--- config.mk ---
export PLATFORM = sky130hd
export DESIGN_NAME = mem_arbiter
export DESIGN_NICKNAME = d
export VERILOG_FILES = /design/src/rtl/mem_arb_pkg.sv /design/src/rtl/mem_arb_wdog.sv /design/src/rtl/mem_arbiter.sv
export SDC_FILE = /design/constraint.sdc
export NUM_CORES = 1
export LEC_CHECK = 0
export CAP_MARGIN = 20
export CORE_ASPECT_RATIO = 1.75
export CORE_MARGIN = 2
export CORE_UTILIZATION = 34
export DETAILED_ROUTE_END_ITERATION = 8
export PLACE_DENSITY = 0.89
export SYNTH_ARGS = -nofsm -noshare
export SYNTH_HDL_FRONTEND = slang
export SYNTH_SLANG_ARGS = --single-unit
--- constraint.sdc ---
create_clock -name clk -period 1.95 [get_ports clk]
set_input_delay 0.39 -clock clk [delete_from_list [all_inputs] [get_ports clk]]
set_output_delay 0.39 -clock clk [all_outputs]
set_load 0.005 [all_outputs]
--- src/rtl/mem_arb_pkg.sv ---
// mem_arb_pkg: shared definitions for the unified-memory arbiter.
//   - FSM state encoding
//   - default address/data widths and watchdog limit
//   - grant-bit constants for the round-robin "last" register
package mem_arb_pkg;

  localparam int ADDR_W_DEF  = 16;
  localparam int DATA_W_DEF  = 16;
  localparam int TIMEOUT_DEF = 15;

  typedef enum logic [1:0] {
    ST_IDLE   = 2'b00,
    ST_BUSY_I = 2'b01,
    ST_BUSY_D = 2'b10
  } state_e;

  localparam logic GRANT_I = 1'b0;
  localparam logic GRANT_D = 1'b1;

endpackage

--- src/rtl/mem_arb_wdog.sv ---
// mem_arb_wdog: access timeout counter for the memory arbiter.
// Only instantiated when MEM_ARB_WDOG_EN is defined.
// Ports:
//   clk, rst  - clock, asynchronous active-high reset
//   clear     - restart the count (new access issued)
//   tick      - one busy cycle elapsed without memory completion
//   expired   - high in the tick cycle that makes TIMEOUT busy cycles
module mem_arb_wdog
  import mem_arb_pkg::*;
#(
  parameter int TIMEOUT = TIMEOUT_DEF
) (
  input  logic clk,
  input  logic rst,
  input  logic clear,
  input  logic tick,
  output logic expired
);

  localparam int CW = $clog2(TIMEOUT + 1);

  logic [CW-1:0] r_cnt;

  // The count holds the number of already-elapsed busy cycles, so the
  // TIMEOUT-th busy cycle is the one that sees TIMEOUT-1.
  assign expired = tick && (r_cnt == CW'(TIMEOUT - 1));

  always_ff @(posedge clk or posedge rst) begin
    if (rst) begin
      r_cnt <= '0;
    end else if (clear) begin
      r_cnt <= '0;
    end else if (tick && !expired) begin
      r_cnt <= r_cnt + CW'(1);
    end
  end

endmodule

--- src/rtl/mem_arbiter.sv ---
// mem_arbiter: arbitrates a single-ported multi-cycle memory between the
// fetch stage (instruction reads) and the memory stage (loads/stores).
// Optional watchdog: define MEM_ARB_WDOG_EN to time out stuck accesses.
// Ports:
//   clk, rst                          - clock, async active-high reset
//   i_req/i_addr -> i_rdata/i_done    - fetch request / response
//   i_stall                           - fetch freeze
//   d_rd/d_wr/d_addr/d_wdata          - data request
//   d_rdata/d_done/d_stall            - data response / freeze
//   m_en/m_wr/m_addr/m_wdata          - memory issue side
//   m_rdata/m_done                    - memory completion side
//   err                               - rd+wr conflict, or sticky timeout
//
// state   | meaning
// --------+----------------------------------------------
// IDLE    | no access outstanding; issue on any request
// BUSY_I  | instruction read outstanding, waiting m_done
// BUSY_D  | data read/write outstanding, waiting m_done
module mem_arbiter
  import mem_arb_pkg::*;
#(
  parameter int ADDR_W  = ADDR_W_DEF,
  parameter int DATA_W  = DATA_W_DEF,
  parameter int TIMEOUT = TIMEOUT_DEF
) (
  input  logic              clk,
  input  logic              rst,
  input  logic              i_req,
  input  logic [ADDR_W-1:0] i_addr,
  output logic [DATA_W-1:0] i_rdata,
  output logic              i_done,
  output logic              i_stall,
  input  logic              d_rd,
  input  logic              d_wr,
  input  logic [ADDR_W-1:0] d_addr,
  input  logic [DATA_W-1:0] d_wdata,
  output logic [DATA_W-1:0] d_rdata,
  output logic              d_done,
  output logic              d_stall,
  output logic              m_en,
  output logic              m_wr,
  output logic [ADDR_W-1:0] m_addr,
  output logic [DATA_W-1:0] m_wdata,
  input  logic [DATA_W-1:0] m_rdata,
  input  logic              m_done,
  output logic              err
);

  state_e            r_state, w_state_nxt;
  logic              r_last, w_last_nxt;
  logic [ADDR_W-1:0] r_addr;
  logic [DATA_W-1:0] r_wdata;
  logic              r_wr;

  logic              w_d_req;
  logic              w_load;
  logic              w_i_done, w_d_done;
  logic              w_expired;
  logic              w_err_wdog;
  logic [DATA_W-1:0] w_rdata;

  assign w_d_req = d_rd | d_wr;

  always_comb begin
    w_state_nxt = r_state;
    w_last_nxt  = r_last;
    w_load      = 1'b0;
    w_i_done    = 1'b0;
    w_d_done    = 1'b0;
    m_en        = 1'b0;
    m_wr        = 1'b0;
    m_addr      = '0;
    m_wdata     = '0;
    case (r_state)
      ST_IDLE: begin
        // Gate issue during reset so nothing reaches memory while rst is high.
        if (!rst) begin
          if (w_d_req && (!i_req || r_last == GRANT_I)) begin
            m_en        = 1'b1;
            m_wr        = d_wr;  // rd+wr together is treated as a write
            m_addr      = d_addr;
            m_wdata     = d_wdata;
            w_load      = 1'b1;
            w_last_nxt  = GRANT_D;
            w_state_nxt = ST_BUSY_D;
          end else if (i_req) begin
            m_en        = 1'b1;
            m_addr      = i_addr;
            w_load      = 1'b1;
            w_last_nxt  = GRANT_I;
            w_state_nxt = ST_BUSY_I;
          end
        end
      end
      ST_BUSY_I: begin
        m_wr    = r_wr;
        m_addr  = r_addr;
        m_wdata = r_wdata;
        if (m_done || w_expired) begin
          w_i_done    = 1'b1;
          w_state_nxt = ST_IDLE;
        end
      end
      ST_BUSY_D: begin
        m_wr    = r_wr;
        m_addr  = r_addr;
        m_wdata = r_wdata;
        if (m_done || w_expired) begin
          w_d_done    = 1'b1;
          w_state_nxt = ST_IDLE;
        end
      end
      default: w_state_nxt = ST_IDLE;
    endcase
  end

  always_ff @(posedge clk or posedge rst) begin
    if (rst) begin
      r_state <= ST_IDLE;
      r_last  <= GRANT_I;
      r_addr  <= '0;
      r_wdata <= '0;
      r_wr    <= 1'b0;
    end else begin
      r_state <= w_state_nxt;
      r_last  <= w_last_nxt;
      if (w_load) begin
        r_addr  <= m_addr;
        r_wdata <= m_wdata;
        r_wr    <= m_wr;
      end
    end
  end

`ifdef MEM_ARB_WDOG_EN
  logic r_err_wdog;

  mem_arb_wdog #(.TIMEOUT(TIMEOUT)) u_wdog (
    .clk     (clk),
    .rst     (rst),
    .clear   (m_en),
    .tick    ((r_state != ST_IDLE) && !m_done),
    .expired (w_expired)
  );

  always_ff @(posedge clk or posedge rst) begin
    if (rst) begin
      r_err_wdog <= 1'b0;
    end else if (w_expired) begin
      r_err_wdog <= 1'b1;
    end
  end

  assign w_err_wdog = r_err_wdog;
`else
  assign w_expired  = 1'b0;
  assign w_err_wdog = 1'b0;
`endif

  // A timed-out access returns zero instead of whatever is on m_rdata.
  assign w_rdata = w_expired ? '0 : m_rdata;

  assign i_done  = w_i_done;
  assign d_done  = w_d_done;
  assign i_rdata = w_i_done ? w_rdata : '0;
  assign d_rdata = w_d_done ? w_rdata : '0;
  assign i_stall = i_req & ~w_i_done;
  assign d_stall = w_d_req & ~w_d_done;
  assign err     = (d_rd & d_wr) | w_err_wdog;

endmodule
Word level (Yosys, flattened, before mapping)
Index checks and enable logic that the tools add are counted.
{"block": "word_totals", "register_bits": 36, "inputBits": 70, "elab_cells": 52, "out_inout_bits": 71}
{"block": "classes", "eq_ne": 5, "bitwise_logic": 8, "n_reduce_logical": 8, "n_mux": 26}
{"operator": "two-way mux 16 bit", "count": 7}
{"operator": "one-hot mux 16 bit (2 select lines)", "count": 2}
{"operator": "two-way mux 1 bit", "count": 11}
{"operator": "two-way mux 2 bit", "count": 4}
{"operator": "AND reduction 3 bit", "count": 2}
{"operator": "inverter 1 bit", "count": 4}
{"operator": "one-hot mux 2 bit (2 select lines)", "count": 1}
{"operator": "AND 1 bit", "count": 3}
{"operator": "!= test 3 bit, second input constant", "count": 1}
{"operator": "equality test 2 x 1 -> 1 bit, second input constant", "count": 1}
{"operator": "equality test 2 bit, second input constant", "count": 1}
{"operator": "zero test 2 bit", "count": 1}
{"operator": "!= test 2 x 1 -> 1 bit, second input constant", "count": 1}
{"operator": "!= test 2 bit, second input constant", "count": 1}
{"operator": "one-hot mux 1 bit (2 select lines)", "count": 1}
{"operator": "nonzero test 2 bit", "count": 1}
{"operator": "OR reduction 2 bit", "count": 1}
{"operator": "logical AND 1 bit", "count": 1}
{"operator": "zero test 1 bit", "count": 1}
{"operator": "logical OR 1 bit", "count": 1}
{"operator": "OR 1 bit", "count": 1}

Longest topological paths before layout
Gate-level depths: netlist (run 1).
{"block": "depth", "ltp_word": 6, "mapped_depth": 9, "depth_no_buf": 5}

Worst setup path after synthesis (run 1)
No wires, ideal clock.
{"block": "synth_timing", "kind": "register -> register", "from": "register r_state[0]", "to": "register r_wdata[0]", "setup_slack_ns": -0.033, "t_arrival_ns": 1.862, "path_buffers": 4, "stages_incl_launch_ff": 10, "period_less_slack_ns": 1.983, "setup_ns": 0.121, "path_cell_list": "dfrtp_1 inv_1 ha_1 buf_6 nor2b_4 buf_6 or3_1 buf_2 buf_6 a22o_1"}
{"block": "synth_via", "elab_chain_cells": 3, "word_cells_on_any_way": 6, "classes_between": "2 x eq/ne; 2 x mux; 2 x reduce/logical"}
{"item": "start, declared", "line": "mem_arbiter.sv:49", "source": "state_e r_state, w_state_nxt;"}
{"item": "start signal, assigned", "line": "mem_arbiter.sv:125", "source": "r_state <= w_state_nxt;"}
{"item": "equality test 2 bit / equality test 2 x 1 -> 1 bit (equally long branches)", "line": "mem_arbiter.sv:74", "source": "case (r_state)"}
{"item": "OR reduction 2 bit (no line)"}
{"item": "one-hot mux 16 bit (2 select lines)", "line": "mem_arbiter.sv:74"}
{"item": "end signal, assigned", "line": "mem_arbiter.sv:129", "source": "r_wdata <= m_wdata;"}
{"item": "end, declared", "line": "mem_arbiter.sv:52", "source": "logic [DATA_W-1:0] r_wdata;"}
Several ways; a longest one is shown, not always the timed one.
A chain may end at the register's enable or synchronous reset.

Final worst setup path (run 1)
{"block": "layout_timing", "from": "register r_state[1]", "to": "output m_wdata[14]"}
{"block": "layout_via", "elab_chain_cells": 3, "word_cells_on_any_way": 5, "classes_between": "2 x eq/ne; 1 x mux; 2 x reduce/logical"}
{"item": "equality test 2 bit / equality test 2 x 1 -> 1 bit (equally long branches)", "line": "mem_arbiter.sv:74"}
{"item": "OR reduction 2 bit (no line)"}
{"item": "one-hot mux 16 bit (2 select lines) (*)", "line": "mem_arbiter.sv:74"}
{"item": "end, declared", "line": "mem_arbiter.sv:43", "source": "output logic [DATA_W-1:0] m_wdata,"}
Mark *: on every way between the ends. The rest lies on a longest branch, timed or not.

==> results.md, run 1 <==
- Cell Int Power: 3.86 mW
- Final Non-Filler Cells: 545
- Startpoint types: flop
- GRT Residual Overflow: 0
- ANT nets after route: 0
- Arrival @ worst endpoint: 1.81 ns
- Fin. Hold Viols: 0
- Launch point of the worst path: r_state[1]$_DFFE_PP0P_
- Critical path endpoint category: output pin
- RR Endpoint: r_wdata[3]$_DFFE_PP0P_
- Post-Syn Nets: approximately 340
- Max Fanout on Critical Path: 5
- Hold Path Class: flop to flop
- Pin count of the biggest net entering global routing: 37
- Worst-Margin Slew: 0.595 ns
- Number of buffers and inverters on the critical path: 4
- Share of layout cells above drive strength 1: 45.9%
- Area growth, synth to finish: 102%
- Dpl cell area: 4070 µm²
- Iteration count of the initial detailed-routing pass: 4
- Die area: 7470 µm²
- Global Route Usage Sum: 26.2%
- Worst setup path class: flop to output pin
- VDD IR-drop max: 887 µV
- Initial antenna violation count: 1
- Place WS: -0.671 ns
- Drt total wl: 10400 µm
- Worst Hold Launch: r_wdata[11]$_DFFE_PP0P_
- CP required: 1.56 ns
- Sw Share: 39.2%
- Global-route wire length before repair: between 15000 and 20000 µm
- Register share of total power: 20.2%
- CTS Sinks: 36
- Clock power frac: 11.5%
- Yosys reg bits: 36
- Final period util: 113%
- Via Count: 3048
- DRC viols: 0
- Vias in the first global route: 3172
- FMAX: around 0.45 GHz
- Post-DR vias/cell: roughly 5.6
- Headroom to the max-slew limit: 60.1%
- Power Density: 1360 nW/µm²
- H-tree Lvls: 2
- Reg2Reg Setup Slack: 0.02 ns
- CTS tree: built
- CP delay by family, top: buffers and inverters
- Die Wd: between 60 and 70 µm
- Clk pin slew, worst setup/hold paths: 0.05 ns
- Mapped Avg Cell Area: a little under 9 µm²
- Pwr Total: between 6 and 7 mW
- Distinct cells, synth: 30
- Number of top-level pins: around 140
- Failing checks: setup timing
- Final Util: 71.3%
- Outcome: complete, but fails checks
- Critical-path top delay cell: dfrtp_1
- Die H: between 100 and 150 µm
- Worst Hold End: r_wdata[11]$_DFFE_PP0P_
- Worst R2R Path Depth: 6
- Num CTS Buffers: 5
- Final Worst Setup Slack: -0.252 ns
- Gate Count Post-Synth: ~270
- Starting Density: 35.2%
- WL per Instance: ~19 µm
- Row count: 39
- Root buf cell: clkbuf_16
- Clock Latency Late Sink: between 0.2 and 0.3 ns
- Final setup viols: 56
- Max Root-Sink Buffers: 2
- Cell area after layout: 4660 µm²
- Fin crit period: approximately 2.2 ns
- Hold buffers post-CTS: 0
- Largest stage delay on the critical path: 0.42 ns
- IO buf count: 140
- Hold Path Depth: 1
- Register area share after synthesis: 39.1%
- Placed Cells: slightly above 500
- DP Wirelength: 6260 µm
- Leakage power: about 2.2 nW
- GPL Wtd Cong: 0.817
- RSZ-0062 raised after global routing: true
- Max Cap Viol: 0
- Cell Chain, Critical Path: inv_2 -> ha_4 -> nor2b_4 -> buf_6 -> bufbuf_16 -> nand3_2 -> a21oi_2 -> buf_2
- Core footprint: ~6500 µm²
- RR Startpoint: r_state[1]$_DFFE_PP0P_
- Fillers: a little over 500
- Fin. max-slew vios: 0
- NetSw: 2.49 mW
- Post-route clock skew: 0.00403 ns
- Drt initial violations: 232
- Post-Syn Area: 2300 µm²
- Logic pwr share: 68.3%
- Final net count: 536
- Synth Warn #: 0
==> synth_stat cells <==
master | n | area [µm²]
a21oi_1 | 17 | 85.1
a22o_1 | 9 | 78.8
a2bb2oi_2 | 1 | 15.0
a32o_1 | 8 | 80.1
a32oi_1 | 16 | 140
and2_1 | 4 | 25.0
and3_1 | 33 | 206
buf_1 | 2 | 7.51
buf_2 | 7 | 35.0
buf_6 | 4 | 45.0
clkbuf_1 | 16 | 60.1
dfrtp_1 | 36 | 901
ha_1 | 4 | 50.1
inv_1 | 3 | 11.3
inv_2 | 1 | 3.75
nand2_1 | 36 | 135
nand2b_1 | 1 | 6.26
nand3_1 | 17 | 85.1
nor2_1 | 3 | 11.3
nor2b_1 | 3 | 18.8
nor2b_4 | 1 | 13.8
nor3_1 | 2 | 10.0
nor3_2 | 1 | 10.0
o21ai_0 | 4 | 20.0
o21ai_1 | 16 | 80.1
o21bai_1 | 1 | 7.51
o22ai_1 | 1 | 6.26
o2bb2ai_1 | 16 | 140
or3_1 | 1 | 6.26
or4_1 | 1 | 7.51
==> layout make-up <==
class | count | area [µm²] | area share, %
Antenna cell | 1 | 2.50 | 0.0537
Timing Repair Buffer | 217 | 1930 | 41.5
Clock inverter | 1 | 5.00 | 0.107
Inverter | 4 | 15.0 | 0.322
Tap cell | 82 | 103 | 2.20
Clock buffer | 6 | 129 | 2.77
Multi-Input combinational cell | 198 | 1570 | 33.7
Sequential cell | 36 | 901 | 19.3
==> power by group through the flow <==
| stage | Clock (mW) | Sequential (mW) | Combinational, mW |
|---|---|---|---|
| after floorplan | 0 | 1.21 | 1.72 |
| after global placement | 0 | 1.25 | 3.30 |
| after detailed placement | 0 | 1.26 | 3.39 |
| after CTS | 0.739 | 1.26 | 4.06 |
| after global routing | 0.778 | 1.31 | 4.62 |
| final | 0.733 | 1.28 | 4.34 |
==> metal layers <==
| metal | part of all wire, % | vias up | global-route usage (%) |
|---|---|---|---|
| li1 | - | 1396 | - |
| met1 | 36 | 1499 | 28.4 |
| met2 | 56 | 135 | 49.9 |
| met3 | 5.0 | 18 | 3.48 |
| met4 | 2.2 | 0 | 8.84 |
| met5 | 0 | - | 0 |
==> layout by cell type (no fill, tap or decap), types with 5 or more instances in the layout <==
master,n
a21oi_1,9
a21oi_2,8
a22o_1,9
a32o_1,8
a32oi_1,16
and3_1,21
and3_4,11
buf_12,5
buf_2,56
buf_4,49
buf_6,22
clkbuf_16,6
clkdlybuf4s50_1,65
dfrtp_1,36
dlygate4sd2_1,9
nand2_1,35
nand3_1,9
nand3_2,6
o21ai_2,16
o2bb2ai_1,16
==> worst register-to-register path, cell delays in order (launching register included) <==
cell and delay (ns):
dfrtp_1 0.40, buf_6 0.14, ha_2 0.34, nor2b_4 0.12, or3_1 0.39, buf_12 0.18, a22o_1 0.24
==> sequential cells by signal, summed over array words and instances, names as in the netlist <==
register / flops
r_addr: 16
r_wdata: 16
r_state: 2
r_last: 1
r_wr: 1
==> worst max path at each step <==
stage,end,slack (ns),depth (start not counted)
after floorplan,r_wdata[0]$_DFFE_PP0P_,-0.03,9
after global placement,m_addr[13],-0.59,6
after detailed placement,m_addr[2],-0.67,6
after CTS,m_wdata[11],-0.17,8
after global routing,m_wdata[14],-0.30,8
final,m_wdata[14],-0.25,8
==> metrics by stage <==
step / setup TNS, ns / hold slack [ns]
floorplan: -0.230 / 0.456
global placement: -37.09 / 0.471
detailed placement: -40.96 / 0.474
CTS: -4.08 / 0.492
global route: -9.66 / 0.506
finish: -7.10 / 0.488
==> cells by family (layout without fill, tap and decap cells) <==
kind of cell	count (synthesis)	after routing	share of synthesized area, %
buffers and inverters	33	228	7.06
other	0	1	0
and+or+nand+nor	103	105	23.3
DFF	36	36	39.1
adders and majority gates	4	4	2.17
AOI/OAI and AO/OA	89	89	28.4
==> timing repair <==
action                     CTS  global route
resized for setup          336            36
pin swaps                   34            16
cloned                       8             1
setup buffers               18             6
setup endpoints to repair  104            62
(Power assumes the default switching activity.)
==> run 2, diff against run 1 <==
--- a/config.mk
+++ b/config.mk
@@ -5,12 +5,13 @@
 export SDC_FILE = /design/constraint.sdc
 export NUM_CORES = 1
 export LEC_CHECK = 0
-export CAP_MARGIN = 20
 export CORE_ASPECT_RATIO = 1.75
 export CORE_MARGIN = 2
 export CORE_UTILIZATION = 34
+export CTS_BUF_LIST = sky130_fd_sc_hd__clkbuf_8 sky130_fd_sc_hd__clkbuf_16
 export DETAILED_ROUTE_END_ITERATION = 8
 export PLACE_DENSITY = 0.89
+export SKIP_LAST_GASP = 1
 export SYNTH_ARGS = -nofsm -noshare
 export SYNTH_HDL_FRONTEND = slang
 export SYNTH_SLANG_ARGS = --single-unit
==> run 2 against run 1 <==
The flow still finishes with violations (setup timing); via count increased by 0.30%; fmax increased by 0.81%; first-iteration DRC count increased by 9.5%; non-clock buffer count is 2 lower; critical path depth is the same; clock skew about the same; clock power fell by 0.5%; final area hardly changed; critical path type unchanged; largest power group unchanged.
==> results.md, run 2 (same netlist as run 1, synthesis figures left out) <==
- Final period util: 112% (was 113%)
- Pin count of the biggest net entering global routing: 37 (unchanged)
- Drt initial violations: 254 (was 232)
- Root buf cell: clkbuf_16 (unchanged)
- Core footprint: 6540 µm² (unchanged)
- Global-route wire length before repair: 15100 µm (was 15300 µm)
- VDD IR-drop max: 856 µV (was 887 µV)
- Global Route Usage Sum: 25.9% (was 26.2%)
- Largest stage delay on the critical path: 0.41 ns (was 0.42 ns)
- Startpoint types: flop (unchanged)
- Hold buffers post-CTS: 0 (unchanged)
- Dpl cell area: 4070 µm² (unchanged)
- Max Root-Sink Buffers: 2 (unchanged)
- Max Fanout on Critical Path: 5 (unchanged)
- Starting Density: 35.2% (unchanged)
- Sw Share: 39.4% (was 39.2%)
- Cell Int Power: 3.83 mW (was 3.86 mW)
- Clk pin slew, worst setup/hold paths: 0.05 ns (about the same)
- Failing checks: setup timing (unchanged)
- Row count: 39 (unchanged)
- IO buf count: 140 (unchanged)
- Die Wd: 66.2 µm (unchanged)
- Commonest cells after routing, fill and taps aside: clkdlybuf4s50_1, buf_2, buf_4 (unchanged)
- GRT Residual Overflow: 0 (unchanged)
- Final setup viols: 64 (was 56)
- Number of top-level pins: 141 (unchanged)
- FMAX: 0.458 GHz (was 0.454 GHz)
- Registers with the most flip-flops: r_addr: 16 flops, r_wdata: 16 flops, r_state: 2 flops (unchanged)
- Leakage power: 2.19 nW (was 2.20 nW)
- Vias in the first global route: 3115 (was 3172)
- Final Util: 71.3% (about the same)
- Num CTS Buffers: 5 (unchanged)
- Worst-Margin Slew: 0.586 ns (was 0.595 ns)
- Via Count: 3057 (was 3048)
- Worst R2R Path Depth: 8 (was 6)
- CTS Sinks: 36 (unchanged)
- Clock power frac: 11.5% (about the same)
- Hold Worst Slack: 0.486 ns (was 0.488 ns)
- Post-route clock skew: 0.00388 ns (was 0.00403 ns)
- Die H: 113 µm (unchanged)
- Final net count: 534 (was 536)
- Setup TNS: -7.24 ns (was -7.10 ns)
- Max Cap Viol: 0 (unchanged)
- Most common cell after layout, fill and taps aside: clkdlybuf4s50_1 (unchanged)
- CP delay by family, top: buffers and inverters (unchanged)
- Headroom to the max-slew limit: 60.7% (was 60.1%)
- Post-DR vias/cell: 5.63 (was 5.59)
- Critical-path top delay cell: dfrtp_1 (unchanged)
- Worst setup path class: flop to output pin (unchanged)
- Final Worst Setup Slack: -0.234 ns (was -0.252 ns)
- Fin. Hold Viols: 0 (unchanged)
- Initial antenna violation count: 1 (unchanged)
- Cell Chain, Critical Path: inv_2 -> ha_4 -> nor2b_4 -> buf_6 -> bufbuf_16 -> nand3_1 -> a21oi_1 -> buf_2 (was inv_2 -> ha_4 -> nor2b_4 -> buf_6 -> bufbuf_16 -> nand3_2 -> a21oi_2 -> buf_2)
- Fin. max-slew vios: 0 (unchanged)
- Crit path depth: 8 (unchanged)
- Critical path endpoint category: output pin (unchanged)
- Number of buffers and inverters on the critical path: 4 (unchanged)
- H-tree Lvls: 2 (unchanged)
- CP required: 1.56 ns (about the same)
- Iteration count of the initial detailed-routing pass: 4 (unchanged)
- GPL Wtd Cong: 0.817 (unchanged)
- Area growth, synth to finish: 102% (about the same)
- DP Wirelength: 6260 µm (unchanged)
- Die area: 7470 µm² (unchanged)
- Hold Path Depth: 1 (unchanged)
- Drt total wl: 10300 µm (was 10400 µm)
- DRC viols: 0 (unchanged)
- Clock Latency Late Sink: 0.27 ns (about the same)
- Fin crit period: 2.18 ns (was 2.20 ns)
- Storage cell area: 901 µm² (unchanged)
- Outcome: complete, but fails checks (unchanged)
- WL per Instance: 18.9 µm (was 19.1 µm)
- Logic pwr share: 68.2% (was 68.3%)
- Fillers: 488 (was 506)
- NetSw: 2.49 mW (about the same)
- Cell area after layout: 4660 µm² (about the same)
- CTS tree: built (unchanged)
- ANT nets after route: 0 (unchanged)
- Power Density: 1360 nW/µm² (about the same)
- RSZ-0062 raised after global routing: true (unchanged)
- Hold Path Class: flop to flop (unchanged)
- Arrival @ worst endpoint: 1.79 ns (was 1.81 ns)
- Register share of total power: 20.2% (about the same)
- Area of the multi-input gates: 1580 µm² (was 1570 µm²)
- Share of layout cells above drive strength 1: 45.0% (was 45.9%)
[run 2: layer usage]
layer	share of wire [%]	vias up	routed length [µm]	track usage, %
met3	5.3	14	547	3.38
li1	-	1391	-	-
met4	1.4	0	146	6.94
met1	36	1519	3740	28.3
met2	57	133	5860	50.0
met5	0	-	0	0
[run 2: path summary, 6_finish.rpt]
path	startpoint	to	slack (ns)
hold / removal	r_addr[5]$_DFFE_PP0P_	r_addr[5]$_DFFE_PP0P_	0.49
hold reg to reg	r_addr[5]$_DFFE_PP0P_	r_addr[5]$_DFFE_PP0P_	0.49
setup reg to reg	r_state[1]$_DFFE_PP0P_	r_wdata[2]$_DFFE_PP0P_	-0.02
min in group asynchronous	rst	r_wdata[1]$_DFFE_PP0P_	0.57
max in group asynchronous	rst	r_state[0]$_DFFE_PP0P_	1.05
setup / recovery	r_state[1]$_DFFE_PP0P_	m_wdata[7]	-0.23
[run 2: timing repair]
action | CTS | global route
buffers inserted | 18 | 4
endpoints found under the setup margin | 104 | 60
endpoints found under the hold margin | 0 | 0
cloned | 8 | 0
resized for setup | 321 | 51
pin swaps | 33 | 21
[run 2: through the flow]
| stage | total power [mW] | instances | worst slack, ns |
|---|---|---|---|
| 6_report | 6.32 | 543 | -0.234 |
| 5_1_grt | 6.68 | 543 | -0.286 |
| 4_1_cts | 6.00 | 539 | -0.183 |
| 3_5_place_dp | 4.66 | 506 | -0.671 |
| 3_3_place_gp | 4.55 | 506 | -0.592 |
| 2_1_floorplan | 2.93 | 265 | -0.0266 |
[run 2: area by class of cell]
| cell class | instances | share of cell area, % |
|---|---|---|
| repair buffers | 215 | 41.4 |
| multi-input cells | 198 | 33.9 |
| flip-flops and latches | 36 | 19.3 |
| clock buffers | 5 | 2.69 |
| well taps | 82 | 2.20 |
| inverters | 4 | 0.322 |
| clock inverters | 2 | 0.188 |
| diodes | 1 | 0.0537 |
[run 2: power by group through the flow]
stage | Clock [mW] | Combinational [mW] | Sequential [mW]
finish | 0.729 | 4.31 | 1.28
global route | 0.774 | 4.60 | 1.31
global placement | 0 | 3.30 | 1.25
floorplan | 0 | 1.72 | 1.21
detailed placement | 0 | 3.39 | 1.26
CTS | 0.734 | 4.01 | 1.26
